### src/rtl/wb_intc_pkg.sv
// Shared constants for the wb_intc interrupt controller: register word
// offsets (wb_adr_i[4:2]) and fixed bit positions in CTRL and VECTOR.
package wb_intc_pkg;

  typedef enum logic [2:0] {
    INTC_PENDING = 3'd0,
    INTC_ENABLE  = 3'd1,
    INTC_EDGE    = 3'd2,
    INTC_ACK     = 3'd3,
    INTC_VECTOR  = 3'd4,
    INTC_POL     = 3'd5,
    INTC_CTRL    = 3'd6,
    INTC_UNMAP   = 3'd7
  } intc_reg_e;

  localparam int CTRL_GEN_EN  = 0;
  localparam int VECTOR_VALID = 31;

endpackage

### src/rtl/intc_src.sv
// One interrupt source front end: multi-stage synchroniser, polarity
// correction and rising-edge detect on the corrected level.
module intc_src #(
  parameter int SYNC_STAGES = 2
) (
  input  logic clk,
  input  logic rst,
  input  logic src_i,
  input  logic pol_i,
  output logic level_o,
  output logic rise_o
);

  logic [SYNC_STAGES-1:0] sync_q, sync_d;
  logic                   act_q, act_d;

  always_comb begin
    sync_d = {sync_q[SYNC_STAGES-2:0], src_i};
    act_d  = sync_q[SYNC_STAGES-1] ^ pol_i;
  end

  assign level_o = act_d;
  assign rise_o  = act_d & ~act_q;

  always_ff @(posedge clk or negedge rst) begin
    if (!rst) begin
      sync_q <= '0;
      act_q  <= 1'b0;
    end else begin
      sync_q <= sync_d;
      act_q  <= act_d;
    end
  end

endmodule

### src/rtl/wb_intc.sv
// Wishbone-slave interrupt controller: per-source level/edge latching,
// masking, lowest-index-first priority vector and registered irq outputs.
module wb_intc
  import wb_intc_pkg::*;
#(
  parameter int NUM_SRC     = 8,
  parameter int SYNC_STAGES = 2
) (
  input  logic               clk,
  input  logic               rst,
  input  logic               wb_stb_i,
  input  logic               wb_cyc_i,
  input  logic               wb_we_i,
  input  logic [31:0]        wb_adr_i,
  input  logic [3:0]         wb_sel_i,
  input  logic [31:0]        wb_dat_i,
  output logic [31:0]        wb_dat_o,
  output logic               wb_ack_o,
  input  logic [NUM_SRC-1:0] src_i,
  output logic [NUM_SRC-1:0] irq_n_o,
  output logic               irq_o
);

  logic [NUM_SRC-1:0] pending_q, pending_d;
  logic [NUM_SRC-1:0] enable_q, enable_d;
  logic [NUM_SRC-1:0] edge_sel_q, edge_sel_d;
  logic [NUM_SRC-1:0] pol_q, pol_d;
  logic               ctrl_q, ctrl_d;
  logic               ack_q, ack_d;
  logic [31:0]        dat_q, dat_d;
  logic [NUM_SRC-1:0] irq_n_q, irq_n_d;
  logic               irq_q, irq_d;

  logic [NUM_SRC-1:0] src_lvl, src_rise, req, ack_clr, wr_data;
  logic               access, wr_en;
  intc_reg_e          reg_sel;
  logic [31:0]        vector, rd_data;
  logic               unused_bits;

  for (genvar g = 0; g < NUM_SRC; g++) begin : g_src
    intc_src #(
      .SYNC_STAGES(SYNC_STAGES)
    ) u_src (
      .clk    (clk),
      .rst    (rst),
      .src_i  (src_i[g]),
      .pol_i  (pol_q[g]),
      .level_o(src_lvl[g]),
      .rise_o (src_rise[g])
    );
  end

  // A new access is taken only while ack is low, giving one ack per strobe.
  assign access      = wb_stb_i & wb_cyc_i & ~ack_q;
  assign wr_en       = access & wb_we_i;
  assign reg_sel     = intc_reg_e'(wb_adr_i[4:2]);
  assign wr_data     = wb_dat_i[NUM_SRC-1:0];
  assign req         = pending_q & enable_q & {NUM_SRC{ctrl_q}};
  assign unused_bits = ^{wb_sel_i, wb_adr_i[31:5], wb_adr_i[1:0], wb_dat_i};

  function automatic logic [4:0] lowest_set(input logic [NUM_SRC-1:0] v);
    logic [4:0] idx;
    idx = '0;
    for (int i = NUM_SRC - 1; i >= 0; i--) begin
      if (v[i]) idx = 5'(i);
    end
    return idx;
  endfunction

  always_comb begin
    vector               = '0;
    vector[VECTOR_VALID] = |req;
    vector[4:0]          = lowest_set(req);
  end

  always_comb begin
    rd_data = '0;
    case (reg_sel)
      INTC_PENDING: rd_data[NUM_SRC-1:0] = pending_q;
      INTC_ENABLE:  rd_data[NUM_SRC-1:0] = enable_q;
      INTC_EDGE:    rd_data[NUM_SRC-1:0] = edge_sel_q;
      INTC_VECTOR:  rd_data              = vector;
      INTC_POL:     rd_data[NUM_SRC-1:0] = pol_q;
      INTC_CTRL:    rd_data[CTRL_GEN_EN] = ctrl_q;
      default:      rd_data              = '0;
    endcase
  end

  always_comb begin
    enable_d   = enable_q;
    edge_sel_d = edge_sel_q;
    pol_d      = pol_q;
    ctrl_d     = ctrl_q;
    ack_clr    = '0;
    if (wr_en) begin
      case (reg_sel)
        INTC_ENABLE: enable_d   = wr_data;
        INTC_EDGE:   edge_sel_d = wr_data;
        INTC_ACK:    ack_clr    = wr_data;
        INTC_POL:    pol_d      = wr_data;
        INTC_CTRL:   ctrl_d     = wb_dat_i[CTRL_GEN_EN];
        default:     ;
      endcase
    end
  end

  // Edge bits: a new rising edge beats a simultaneous ACK clear.
  // Level bits simply track the corrected source and ignore ACK.
  always_comb begin
    pending_d = (edge_sel_q & (src_rise | (pending_q & ~ack_clr)))
              | (~edge_sel_q & src_lvl);
    ack_d     = access;
    dat_d     = access ? rd_data : dat_q;
    irq_n_d   = ~req;
    irq_d     = |req;
  end

  always_ff @(posedge clk or negedge rst) begin
    if (!rst) begin
      pending_q  <= '0;
      enable_q   <= '0;
      edge_sel_q <= '0;
      pol_q      <= '0;
      ctrl_q     <= 1'b0;
      ack_q      <= 1'b0;
      dat_q      <= '0;
      irq_n_q    <= '1;
      irq_q      <= 1'b0;
    end else begin
      pending_q  <= pending_d;
      enable_q   <= enable_d;
      edge_sel_q <= edge_sel_d;
      pol_q      <= pol_d;
      ctrl_q     <= ctrl_d;
      ack_q      <= ack_d;
      dat_q      <= dat_d;
      irq_n_q    <= irq_n_d;
      irq_q      <= irq_d;
    end
  end

  assign wb_ack_o = ack_q;
  assign wb_dat_o = dat_q;
  assign irq_n_o  = irq_n_q;
  assign irq_o    = irq_q;

endmodule

### config.mk
export PLATFORM = sky130hd
export DESIGN_NAME = wb_intc
export DESIGN_NICKNAME = d
export VERILOG_FILES = /design/src/rtl/wb_intc_pkg.sv /design/src/rtl/intc_src.sv /design/src/rtl/wb_intc.sv
export SDC_FILE = /design/constraint.sdc
export NUM_CORES = 1
export LEC_CHECK = 0
export BUFFER_PORTS_ARGS = -buffer_cell sky130_fd_sc_hd__buf_2
export CAP_MARGIN = 20
export CORE_MARGIN = 3
export CORE_UTILIZATION = 40
export DETAILED_ROUTE_END_ITERATION = 7
export HOLD_SLACK_MARGIN = 0.03
export PLACE_DENSITY = 0.68
export SLEW_MARGIN = 20
export SYNTH_ARGS = -nofsm -noshare
export SYNTH_HDL_FRONTEND = slang
export SYNTH_HIERARCHICAL = 1
export SYNTH_SLANG_ARGS = --single-unit
export TNS_END_PERCENT = 5
### constraint.sdc
create_clock -name clk -period 3.8 [get_ports clk]
set_clock_uncertainty 0.1 [all_clocks]
set_input_delay 0.76 -clock clk [delete_from_list [all_inputs] [get_ports clk]]
set_output_delay 0.76 -clock clk [all_outputs]
set_load 0.05 [all_outputs]
# After elaboration in Yosys (flattened, before gate mapping)
# Cells that the tools add are included.
dict set report totals {
  word_cells 88
  out_inout_bits 42
  inputBits 81
  ff_bits 99
}
dict set report classes {
  bitwise 38
  n_reduce_logical 6
  n_mux 13
  eq_ne 6
}
# operator n
set ops {}
lappend ops {{8-bit AND} 5}
lappend ops {{7-bit case mux with 5 select lines} 1}
lappend ops {{5-bit 2-to-1 mux} 6}
lappend ops {{24-bit 2-to-1 mux} 1}
lappend ops {{8-bit inverter} 3}
lappend ops {{8-bit 2-to-1 mux} 2}
lappend ops {{8-bit OR} 2}
lappend ops {{1-bit AND} 11}
lappend ops {{3-bit == test (second input constant)} 3}
lappend ops {{1-bit inverter} 9}
lappend ops {{2-bit AND reduction} 4}
lappend ops {{8-bit OR reduction} 1}
lappend ops {{1-bit bitwise XOR} 8}
lappend ops {{3-bit by 2-bit == test with 1-bit output (second input constant)} 2}
lappend ops {{3-bit 2-to-1 mux} 2}
lappend ops {{1-bit case mux with 6 select lines} 1}
lappend ops {{3-bit by 1-bit == test with 1-bit output (second input constant)} 1}
lappend ops {{3-bit zero test} 1}

# Logic depth before layout (Yosys ltp)
# Gate-level depths: netlist of the first run.
dict set report logic_depth {
  depth_word 11
  depth_mapped 6
  ltp_nobuf 5
}

# Cells and area by module
# The synthesis of the first run kept the hierarchy.
# mod cells_per_inst seq_area_each_um2 area_per_inst_um2 n_inst
set by_module_without_submodules {}
lappend by_module_without_submodules {wb_intc 248 1311.3 2646.3 1}
lappend by_module_without_submodules {intc_src 5 75.1 92.6 8}

# Worst setup path after synthesis of the first run
# Ideal clock, no wire load.
dict set report synth_timing {
  path_type {input to register}
  from {input port wb_adr_i[2]}
  to {register enable_q[0]}
  path_buffers 2
  stages 5
  setup_ns 0.125
  arrival_time_ns 1.782
  slack_ns 1.793
  required_ns 3.575
  path_cell_list {buf_4 buf_4 nand3_2 nor3_4 mux2_2}
}
dict set report synth_via {
  elab_chain_len 2
}
# item line_no
set synth_rtl {}
lappend synth_rtl {{start: declaration} wb_intc.sv:14} ;# input logic [31:0] wb_adr_i,
lappend synth_rtl {{3-bit by 1-bit == test with 1-bit output} wb_intc.sv:96} ;# case (reg_sel)
lappend synth_rtl {{2-bit AND reduction (no line)} --}
lappend synth_rtl {{end signal: assignment} wb_intc.sv:131} ;# enable_q <= enable_d;
lappend synth_rtl {{end: declaration} wb_intc.sv:25} ;# logic [NUM_SRC-1:0] enable_q, enable_d;
# Every way passes these cells.
# A chain may end at the register's enable or synchronous reset.

# Final worst setup path of the first run
dict set report layout_timing {
  from {input port wb_adr_i[2]}
  to {register pol_q[5]}
}
dict set report layout_via {
  elab_chain_len 2
}
# item line_no
set layout_rtl {}
lappend layout_rtl {{3-bit == test} wb_intc.sv:96}
lappend layout_rtl {{2-bit AND reduction (no line)} --}
lappend layout_rtl {{end signal: assignment} wb_intc.sv:133} ;# pol_q <= pol_d;
lappend layout_rtl {{end: declaration} wb_intc.sv:27} ;# logic [NUM_SRC-1:0] pol_q, pol_d;
# Every way passes these cells.

==> results.py, run 1 <==
metrics = {
    "drt": {
        "drtIter0Drc": 105,
        "drt-wirelength-per-cell_um": 15.3,
        "drt-pass1-iter-count": 4,
        "num_vias": 2194,
        "wirelength_um": 6680,
        "post_drt_via_cell_ratio": 5.01,
        "antenna_left": 0,
        "drc": 0,
    },
    "layout": {
        "fin_nets": 412,
        "mostFrequentLayoutCells": "dfrtp_1, buf_2, conb_1, nand2_1, inv_1",
        "seqCellArea_sq_um": 1910,
        "design_area_sq_um": 3810,
        "diodes": 0,
        "drive_gt1_share_pct": 29.2,
        "area_delta_synth_final_pct": 12.4,
        "final_common_cell": "dfrtp_1",
        "fill_cells": 718,
        "multi_input_area_sq_um": 1250,
    },
    "worst_setup_path": {
        "critPathMaxFanout": 17,
        "start_kind": "primary input",
        "cp.arrival_ns": 2.27,
        "critPathKind": "primary input to flip-flop",
        "r2r_setup_slack_ns": 1.73,
        "end_kind": "flip-flop",
        "crit_required_ns": 3.94,
    },
    "die": {
        "core-area_sq_um": 7970,
        "die_h_um": 98.0,
        "die_area_sq_um": 9610,
        "rows": 32,
        "die-width_um": 98.0,
        "top_level_ports": 123,
        "start_util_pct": 42.5,
    },
    "global_routing": {
        "grt_overflow": 0,
        "grt_usage_pct": 14.5,
        "grt_pass1_vias": 2147,
        "antenna_found_initial": 0,
        "grt_pass1_wl_um": 10900,
        "grt_max_degree": 77,
    },
    "place": {
        "place_congestion": 0.821,
        "dpl.hpwl_um": 4530,
        "dpl-instance-area_sq_um": 3570,
        "io_buffer_count": 42,
    },
    "clocking": {
        "hold_buffers": 0,
        "ctsResizeCount": 0,
        "cts_max_path_buffers": 2,
        "cts-buffers-inserted": 9,
        "htreeDepth": 3,
        "post_cts_buffers": 0,
        "clkSinkCount": 76,
        "clkSlewWorstSetupHoldPaths_ns": 0.07,
        "insertion_delay_ns": 0.35,
        "cts-root-buf": "clkbuf_8",
        "cts_tree": "yes",
    },
    "sta": {
        "fin_crit_sh_pct": 56.2,
        "setup_tns_ns": 0,
        "relSlewSlack_pct": 38.4,
        "hold_viol_final": 0,
        "finalCriticalPeriod_ns": 2.14,
        "slew_viol_final": 0,
        "setup_viol": 0,
        "max_freq_mhz": 468,
        "rsz0062_at_grt": "false",
        "tightest_slew_ns": 0.924,
    },
    "power_and_ir_drop": {
        "irDropWorstVdd_v": 0.000199,
        "power.density_nw_per_um2": 594,
        "p_leak_nw": 1.81,
    },
    "synthesis": {
        "synth_top_area_cell": "dfrtp_1",
        "synthFlopType": "dfrtp_1",
        "synthCells": 288,
        "yosysSeqAreaShare_pct": 56.4,
        "postSynthRegisterBits": 76,
        "postSynth.asyncResetShare_pct": 100,
        "synth-edff-count": 0,
        "ys_types": 45,
        "synth.top_cell.area_share_pct": 50.2,
        "syn_area_sq_um": 3390,
        "ys_warn_count": 6,
        "syn_avg_cell_area_sq_um": 11.8,
        "synth.area.top_cells": "dfrtp_1, dfstp_2, buf_4, mux2_4, mux2_2",
    },
    "outcome": {
        "status": "completed",
    },
    "worst_hold_path": {
        "worstHoldPathType": "flip-flop to flip-flop",
    },
    "run": {
        "drv_cap": 0,
    },
}
worst max-delay path: stages:
cell	delay [ns]
buf_2	0.35
and3b_1	0.45
and3_4	0.38
mux2_4	0.32
registers in the layout, indices dropped and copies added, names as in the netlist, 8 cells and up:
signal / count
g_src.u_src/sync_q: 16
wb_dat_o: 9
edge_sel_q: 8
enable_q: 8
pending_q: 8
pol_q: 8
irq_n_o: 8
g_src.u_src/act_q: 8
area by class of cell:
cell class                      instances  share of cell area [%]
Inverter                               17                    1.68
Multi-Input combinational cell        185                    32.9
Timing Repair Buffer                   42                    5.59
Tap cell                              102                    3.35
Clock buffer                            9                    3.25
Clock inverter                          7                    2.99
Sequential cell                        76                    50.2
power by group:
| part | internal [mW] | total [mW] | switching, mW |
|---|---|---|---|
| clock | 0.435 | 0.734 | 0.299 |
| combinational | 0.175 | 0.463 | 0.289 |
| sequential | 0.941 | 1.06 | 0.122 |
cells in the mapped netlist, drive strengths merged (3+ instances only):
master   count
nand2       18
a22o         4
a2bb2oi      5
dfrtp       68
and2b        8
o21ai       21
xor2         8
dfstp        8
mux2i        7
nor2        11
a22oi        3
inv         17
o21a         5
mux2        17
nand3       12
buf         29
nand4        3
clkbuf       3
a31oi       11
a21oi        7
cell families after synthesis:
kind of cell,count (synthesis),synth area share (%)
AO/OA/AOI/OAI,62,11.8
AND/OR/NAND/NOR,68,12.0
flip-flops,76,56.4
other,1,0.111
multiplexers,24,8.61
buffers and inverters,49,8.98
XOR/XNOR,8,2.07
path summary, 6_finish.rpt:
kind                                                    start                                  to  cells past startpoint
setup / recovery                                  wb_adr_i[2]                pol_q[5]$_DFFE_PN0P_                      4
hold reg to reg            g_src[3].u_src/sync_q[0]$_DFF_PN0_  g_src[3].u_src/sync_q[1]$_DFF_PN0_                      0
setup reg to reg                           wb_ack_o$_DFF_PN0_             enable_q[7]$_DFFE_PN0P_                      5
hold / removal             g_src[3].u_src/sync_q[0]$_DFF_PN0_  g_src[3].u_src/sync_q[1]$_DFF_PN0_                      0
min in group asynchronous                                 rst  g_src[7].u_src/sync_q[0]$_DFF_PN0_                      1
max in group asynchronous                                 rst  g_src[3].u_src/sync_q[0]$_DFF_PN0_                      1
metal layers:
metal  GRT usage, %  vias to the layer above  part of all wire [%]
li1               -                     1043                     -
met1           19.5                     1049                    43
met2           21.7                       84                    47
met3           3.57                       18                   7.0
met4           7.99                        0                   2.5
met5              0                        -                     0
per-stage QoR:
| step | worst slack [ns] | util [%] | std cells | power (mW) | hold slack (ns) |
|---|---|---|---|---|---|
| after global routing | 1.59 | 47.8 | 438 | 2.38 | 0.259 |
| after CTS | 1.67 | 47.8 | 438 | 2.28 | 0.254 |
| after global placement | 1.33 | 44.8 | 422 | 1.53 | 0.232 |
| after floorplan | 1.79 | - | 310 | 1.43 | 0.231 |
| after detailed placement | 1.29 | 44.8 | 422 | 1.54 | 0.235 |
| final | 1.66 | 47.8 | 438 | 2.26 | 0.250 |
Note: power is estimated with default switching activity, not from simulation.
==> run 2: changes to the inputs <==
==> constraint.sdc (replaced) <==
create_clock -name clk -period 2.05 [get_ports clk]
set_clock_uncertainty 0.1 [all_clocks]
set_input_delay 0.41 -clock clk [delete_from_list [all_inputs] [get_ports clk]]
set_output_delay 0.41 -clock clk [all_outputs]
set_load 0.05 [all_outputs]
==> run 2 against run 1 <==
Routed wire length about the same. Total power up 77%. Highest routed layer unchanged. First-iteration DRC count increased by 26%. Largest power group unchanged. Final cell count increased by 3.9%. Clock power up 57%. Via count is 2.6% higher.
==> results.py, run 2 (synthesis results as in run 1) <==
metrics = {
    "clocking": {
        "post_cts_buffers": 0,
        "htreeDepth": 3,
        "insertion_delay_ns": 0.34,
        "cts_tree": "yes",
        "clkSlewWorstSetupHoldPaths_ns": 0.08,
        "cts-buffers-inserted": 9,
        "cts-root-buf": "clkbuf_8",
        "clkSinkCount": 76,
        "cts_max_path_buffers": 2,
    },
    "die": {
        "core-area_sq_um": 7970,
        "start_util_pct": 42.5,
        "die-width_um": 98.0,
        "die_h_um": 98.0,
        "die_area_sq_um": 9610,
        "top_level_ports": 123,
        "rows": 32,
    },
    "global_routing": {
        "grt_usage_pct": 14.6,
        "antenna_found_initial": 0,
        "grt_max_degree": 48,
        "grt_pass1_wl_um": 11000,
        "grt_pass1_vias": 2112,
        "grt_overflow": 0,
    },
    "power_and_ir_drop": {
        "power.density_nw_per_um2": 1020,
        "irDropWorstVdd_v": 0.000461,
        "p_leak_nw": 1.87,
    },
    "drt": {
        "drtIter0Drc": 132,
        "num_vias": 2251,
        "drt-pass1-iter-count": 4,
        "wirelength_um": 6680,
        "drc": 0,
        "antenna_left": 0,
        "drt-wirelength-per-cell_um": 14.7,
        "post_drt_via_cell_ratio": 4.95,
    },
    "place": {
        "dpl-instance-area_sq_um": 3700,
        "place_congestion": 0.846,
        "io_buffer_count": 42,
        "dp_cells": 438,
        "dpl.hpwl_um": 4900,
    },
    "worst_hold_path": {
        "min_path_cells": 1,
        "min_from": "src_i[1]",
        "worstHoldPathType": "primary input to flip-flop",
        "whs_endpoint": "g_src[1].u_src/sync_q[0]$_DFF_PN0_",
    },
    "sta": {
        "max_freq_mhz": 577,
        "hold_viol_final": 0,
        "setup_viol": 0,
        "tightest_slew_ns": 0.537,
        "finalCriticalPeriod_ns": 1.73,
        "slew_viol_final": 0,
        "fin_crit_sh_pct": 84.5,
        "rsz0062_at_grt": "false",
        "relSlewSlack_pct": 64.2,
        "setup_tns_ns": 0,
    },
    "worst_setup_path": {
        "r2r_setup_slack_ns": 0.32,
        "start_kind": "flip-flop",
        "r2r_start": "wb_ack_o$_DFF_PN0_",
        "crit_required_ns": 2.23,
        "r2r_end": "wb_dat_o[2]$_DFFE_PN0P_",
        "critPathKind": "flip-flop to flip-flop",
        "critPathMaxFanout": 8,
        "worstRegToRegCells": 5,
        "cp.arrival_ns": 1.91,
        "end_kind": "flip-flop",
    },
    "layout": {
        "final_cells": 455,
        "mostFrequentLayoutCells": "dfrtp_1, buf_2, conb_1, nand2_1",
        "area_delta_synth_final_pct": 15.6,
        "largest_reg_flops": 16,
        "fill_cells": 725,
        "final_common_cell": "dfrtp_1",
        "diodes": 0,
        "drive_gt1_share_pct": 32.0,
        "design_area_sq_um": 3920,
        "finalCoreUtilization_pct": 49.1,
        "fin_nets": 429,
        "top_register": "g_src.u_src/sync_q",
    },
    "run": {
        "drv_cap": 0,
    },
    "outcome": {
        "status": "completed",
    },
}
==> run 2: worst max-delay path by stage <==
stage / startpoint / cells after the start / endpoint
3_5_place_dp: wb_adr_i[2] / 6 / wb_dat_o[0]$_DFFE_PN0P_
3_3_place_gp: wb_adr_i[2] / 5 / wb_dat_o[2]$_DFFE_PN0P_
4_1_cts: wb_ack_o$_DFF_PN0_ / 5 / wb_dat_o[2]$_DFFE_PN0P_
5_1_grt: wb_ack_o$_DFF_PN0_ / 5 / wb_dat_o[2]$_DFFE_PN0P_
2_1_floorplan: wb_ack_o$_DFF_PN0_ / 5 / enable_q[0]$_DFFE_PN0P_
6_report: wb_ack_o$_DFF_PN0_ / 5 / wb_dat_o[2]$_DFFE_PN0P_
==> run 2: final cells by class <==
type | count | area, sq um | area share, %
tap | 102 | 128 | 3.26
inverter | 17 | 63.8 | 1.63
sequential | 76 | 1910 | 48.8
clock inverter | 4 | 47.5 | 1.21
timing repair buffer | 59 | 355 | 9.08
multi-input combinational | 185 | 1250 | 32.0
clock buffer | 12 | 155 | 3.96
==> run 2: layer usage <==
layer  wire length (um)  GRT usage, %  part of all wire [%]  vias up
li1                   -             -                     -     1070
met1               3130          20.2                    47     1110
met5                  0             0                     0        -
met3                332          4.21                   5.0        9
met4                107          5.54                   1.6        0
met2               3110          21.7                    47       62
==> run 2: report_power, final <==
part           total (mW)  internal, mW  leakage [nW]  switching, mW
Sequential           1.98          1.74         0.916          0.232
Clock                1.15         0.625         0.102          0.525
Combinational       0.878         0.341         0.856          0.537
==> run 2: what timing repair did <==
item | 4_1_cts | 5_1_grt
hold buffers | 1 | 0
endpoints found under the hold margin | 23 | 0
gates resized for setup | 0 | 0
==> run 2: per-stage QoR <==
step	hold WS, ns	total power, mW	setup slack, ns
2_1_floorplan	0.0144	2.65	0.167
3_3_place_gp	0.233	2.86	0.197
3_5_place_dp	0.235	2.88	0.203
4_1_cts	0.0434	4.04	0.345
5_1_grt	0.0453	4.23	0.251
6_report	0.0645	4.01	0.317
==> run 2: worst max-delay path, cell delays in order (launching register included) <==
cell,delay [ns]
dfrtp_1,0.37
nand3b_4,0.16
buf_4,0.18
nor4b_1,0.46
and2_1,0.23
a31o_2,0.17
